## config.mk

```make
export PLATFORM = sky130hd
export DESIGN_NAME = trigger_activity_stretcher
export DESIGN_NICKNAME = d
export VERILOG_FILES = /design/src/rtl/trigger_activity_stretcher.sv
export SDC_FILE = /design/constraint.sdc
export NUM_CORES = 1
export LEC_CHECK = 0
export BUFFER_PORTS_ARGS = -buffer_cell sky130_fd_sc_hd__buf_2
export CAP_MARGIN = 0
export CORE_MARGIN = 5
export CORE_UTILIZATION = 30
export DETAILED_ROUTE_END_ITERATION = 16
export MAX_ROUTING_LAYER = met4
export SLEW_MARGIN = 20
export SYNTH_ARGS = -nofsm -noshare
export SYNTH_HDL_FRONTEND = slang
export SYNTH_SLANG_ARGS = --single-unit
```

## constraint.sdc

```tcl
create_clock -name clk -period 3 [get_ports clk]
set_input_delay 0.45 -clock clk [delete_from_list [all_inputs] [get_ports clk]]
set_output_delay 0.45 -clock clk [all_outputs]
set_load 0.05 [all_outputs]
```

## src/rtl/trigger_activity_stretcher.sv

```systemverilog
// Turns raw trigger activity into stretched front-panel LED indications and
// offers a new LED snapshot over valid/ready whenever the LED vector changes.
module trigger_activity_stretcher #(
  parameter int unsigned NUM_CHANNELS = 24,
  parameter int unsigned SYNC_STAGES  = 2,
  parameter int unsigned PRESCALE     = 250000,
  parameter int unsigned HOLD_TICKS   = 50
) (
  input  logic                    clk,
  input  logic                    rst_n,
  input  logic [NUM_CHANNELS-1:0] trig_raw,
  output logic [NUM_CHANNELS-1:0] led_out,
  output logic                    upd_valid,
  input  logic                    upd_ready,
  output logic [NUM_CHANNELS-1:0] upd_leds
);

  localparam int unsigned PW = $clog2(PRESCALE);
  localparam int unsigned CW = $clog2(HOLD_TICKS + 1);

  typedef enum logic {
    IDLE,
    PEND
  } state_t;

  logic [NUM_CHANNELS-1:0] sync_q [SYNC_STAGES];
  logic [NUM_CHANNELS-1:0] sync_d [SYNC_STAGES];
  logic [NUM_CHANNELS-1:0] prev_q, prev_d;
  logic [NUM_CHANNELS-1:0] toggle;
  logic [PW-1:0]           presc_q, presc_d;
  logic                    tick;
  logic [CW-1:0]           hold_q [NUM_CHANNELS];
  logic [CW-1:0]           hold_d [NUM_CHANNELS];
  state_t                  state_q, state_d;
  logic [NUM_CHANNELS-1:0] upd_leds_q, upd_leds_d;
  logic [NUM_CHANNELS-1:0] last_sent_q, last_sent_d;

  always_comb begin
    sync_d[0] = trig_raw;
    for (int unsigned i = 1; i < SYNC_STAGES; i++) begin
      sync_d[i] = sync_q[i-1];
    end
    prev_d = sync_q[SYNC_STAGES-1];
    toggle = sync_q[SYNC_STAGES-1] ^ prev_q;
  end

  always_comb begin
    tick    = (presc_q == PW'(PRESCALE - 1));
    presc_d = tick ? '0 : presc_q + PW'(1);
  end

  // A toggle reload takes priority over a coincident tick decrement.
  always_comb begin
    for (int unsigned i = 0; i < NUM_CHANNELS; i++) begin
      if (toggle[i]) begin
        hold_d[i] = CW'(HOLD_TICKS);
      end else if (tick && (hold_q[i] != '0)) begin
        hold_d[i] = hold_q[i] - CW'(1);
      end else begin
        hold_d[i] = hold_q[i];
      end
      led_out[i] = (hold_q[i] != '0);
    end
  end

  // LED changes while PEND are not queued; IDLE re-compares the live vector.
  always_comb begin
    state_d     = state_q;
    upd_leds_d  = upd_leds_q;
    last_sent_d = last_sent_q;
    case (state_q)
      IDLE: begin
        if (led_out != last_sent_q) begin
          upd_leds_d = led_out;
          state_d    = PEND;
        end
      end
      PEND: begin
        if (upd_ready) begin
          last_sent_d = upd_leds_q;
          state_d     = IDLE;
        end
      end
      default: state_d = IDLE;
    endcase
  end

  always_ff @(posedge clk or negedge rst_n) begin
    if (!rst_n) begin
      for (int unsigned i = 0; i < SYNC_STAGES; i++) begin
        sync_q[i] <= '0;
      end
      for (int unsigned i = 0; i < NUM_CHANNELS; i++) begin
        hold_q[i] <= '0;
      end
      prev_q      <= '0;
      presc_q     <= '0;
      state_q     <= IDLE;
      upd_leds_q  <= '0;
      last_sent_q <= '0;
    end else begin
      for (int unsigned i = 0; i < SYNC_STAGES; i++) begin
        sync_q[i] <= sync_d[i];
      end
      for (int unsigned i = 0; i < NUM_CHANNELS; i++) begin
        hold_q[i] <= hold_d[i];
      end
      prev_q      <= prev_d;
      presc_q     <= presc_d;
      state_q     <= state_d;
      upd_leds_q  <= upd_leds_d;
      last_sent_q <= last_sent_d;
    end
  end

  assign upd_valid = (state_q == PEND);
  assign upd_leds  = upd_leds_q;

endmodule
```

==> results.yml <==
route:
  drt_first_pass_iters: 4
  antenna_left: 0
  routed_wl_mm: 27.0
  vias_per_cell: 4.65
  drc: 0
  drt_iter0_drc: 443
  post_drt_wl_per_cell_um: 14.7
  vias: 8550
floorplan:
  core_area_um2: 41900
  start_util_pct: 30.4
  die_area_um2: 46700
  rows: 75
  io_pins: 76
  die_x_um: 216
  die_h_um: 216
synthesis:
  ys_seq_area_share_pct: 55.6
  yosysTopAreaCell: "dfrtp_1"
  synth_nets: 1217
  synthAdderAreaFrac_pct: 4.81
  synth_cell_type_count: 41
  ys_top_cells_by_area: "dfrtp_1, xor2_1, ha_1"
  yosysWarnings: 0
  syn_area_um2: 12700
  synth-edff-count: 0
  synth_top_family_by_area: "simple AND/OR/NAND/NOR gates"
  muxShareOfSynthArea_pct: 4.83
  yosys.area_share.simple_pct: 16.9
  synth_area_per_cell_um2: 11.2
  synth_top_cell_area_share_pct: 55.6
  synthArstFlopShare_pct: 100
  synth_cells: 1141
  synth_compound_gate_area_share_pct: 2.63
  synth-xor-area-share_pct: 13.1
  synth_flop_cell: "dfrtp_1"
  ys_seq_elements: 283
cts:
  numCtsBuffers: 31
  clock-sinks: 283
  postCtsSetupBuffers: 0
  cts_resized: 0
  cts_tree: "built"
  cts.reportedPaths.clkPinSlew_ns: 0.06
  cts_max_level: 1
  clk_latency_ns: 0.58
  cts_buffer_depth: 3
  root_buffer: "clkbuf_16"
critical_path:
  critical_path_buf_inv_count: 2
  crit_chain: "inv_1 > ha_1 > or4b_1 > or2_2 > buf_2"
  crit_family: "simple AND/OR/NAND/NOR gates"
  worstPathRequired_ns: 2.55
  cp.arrival_ns: 2.31
  critPathKind: "flip-flop to output port"
  crit_path_max_fanout: 7
  slowest_stage: "or4b_1"
  r2r_setup_slack_ns: 0.38
  start_kind: "flip-flop"
  cp-end-kind: "output port"
  max_stage_delay_ns: 0.46
power_and_ir_drop:
  peakVddDrop_mv: 0.397
  intPower_uw: 6330
  switching_share_pct: 23.0
  p_seq_share_pct: 47.9
  powerDensity_nw_per_um2: 539
  total_power_uw: 8220
  power_frac_comb_pct: 5.4
  power_frac_clock_pct: 46.7
  power.switching_uw: 1890
  p_leak_uw: 0.00622
timing:
  slew_viol_final: 0
  tightest_slew_ns: 0.820
  setup_violations: 0
  grt_setup_unrepaired: "no"
  timing.final.hold_violations: 0
  period_share_pct: 92.0
  timing.final.crit_period_ns: 2.76
  clock-skew-final_ns: 0.0254
  setup_tns_ns: 0
  fmax_mhz: 362
  slew_headroom_pct: 45.3
placement:
  place_inst: 1758
  dp_hpwl_mm: 19.0
  placed_cell_area_um2: 14000
  numPortBuffers: 75
  gp_congestion: 0.810
finish:
  nets: 1351
  final_cell_mix: "dfrtp_1, nor2_1, xor2_1"
  fin_util_pct: 36.4
  final_common_cell: "dfrtp_1"
  drive_gt1_share_pct: 15.7
  multi_input_area_um2: 5410
  stdcell_count: 1837
  final_cell_area_um2: 15300
  ff_latch_area_um2: 7080
  fillers: 4072
  areaGrowthSynthToFinish_pct: 19.7
global_route:
  grt_overflow: 0
  grt_usage_pct: 11.9
  grt_pass1_vias: 8775
  grt_pass1_wl_mm: 45.1
  grt_max_degree: 101
  antenna_found_initial: 0
run:
  drv_cap: 0
status:
  status: "finished clean"
hold_path:
  min_path_type: "input port to flip-flop"
==> area by class of cell <==
cell class	instances	share of cell area [%]
Timing Repair Buffer	120	5.69
Sequential cell	283	46.4
Tap cell	539	4.42
Clock buffer	43	5.71
Clock inverter	12	1.02
Multi-Input combinational cell	788	35.4
Antenna cell	1	0.0164
Inverter	51	1.26
==> synthesized netlist by cell type (2+ instances only) <==
cell type,instances
buf_2,3
o211ai_1,25
or3_1,4
nand4b_1,6
and3_1,4
nor4_2,2
o21ai_0,4
mux2_2,27
or4b_1,2
buf_6,2
nand4_1,50
xnor2_1,55
nor4_1,17
dfrtp_1,283
a21o_1,7
ha_1,49
inv_1,51
nor2_1,139
mux2_4,20
nand2_1,117
clkbuf_1,14
xor2_1,135
a21oi_1,6
nor3_1,26
or2_2,3
nand3_1,75
==> sequential cells by signal, indices dropped and copies added (netlist names) <==
register,cells
upd_leds,24
upd_valid,1
sync_d,24
hold_q,144
prev_d,24
last_sent_q,24
presc_q,18
prev_q,24
==> worst paths after layout <==
kind,start,to,cells past startpoint
hold reg to reg,sync_d[6],prev_d[6],0
setup / recovery,hold_q[120],led_out[3],5
hold / removal,trig_raw[23],sync_d[23],1
setup reg to reg,hold_q[120],upd_leds[2],9
max in group asynchronous,rst_n,prev_d[12],3
min in group asynchronous,rst_n,hold_q[3],2
==> logic make-up after synthesis <==
group | Yosys count
muxes | 48
xor gates and xnor gates | 190
buffers and inverters | 70
DFF | 283
AOI/OAI and AO/OA | 47
and+or+nand+nor | 454
adders and majority gates | 49
==> timing repair <==
item | 4_1_cts | 5_1_grt
hold endpoints to repair | 115 | 0
hold buffers | 23 | 0
endpoints found under the setup margin | 0 | 0
==> layer usage <==
metal / routed length [um] / up-vias / part of all wire, % / global-route usage (%)
met3: 1280 / 41 / 4.7 / 2.61
met2: 12400 / 138 / 46 / 18.7
met1: 12900 / 4226 / 48 / 16.1
met5: 0 / - / 0 / -
li1: - / 4145 / - / -
met4: 519 / 0 / 1.9 / 2.31
==> per-stage QoR <==
step | hold slack [ns] | setup WS, ns
floorplan | 0.154 | 0.243
CTS | 0.00169 | 0.206
finish | 0.0153 | 0.239
global placement | 0.332 | 0.425
detailed placement | 0.335 | 0.380
global route | 0.00544 | 0.114
==> power by group through the flow <==
stage / clock network, uW / logic, uW / registers [uW]
final: 3830 / 448 / 3940
after global placement: 0 / 436 / 4000
after detailed placement: 0 / 439 / 4010
after floorplan: 0 / 211 / 4010
after global routing: 4120 / 491 / 3940
after CTS: 3950 / 463 / 3940
Power figures use the tool's default switching activity.
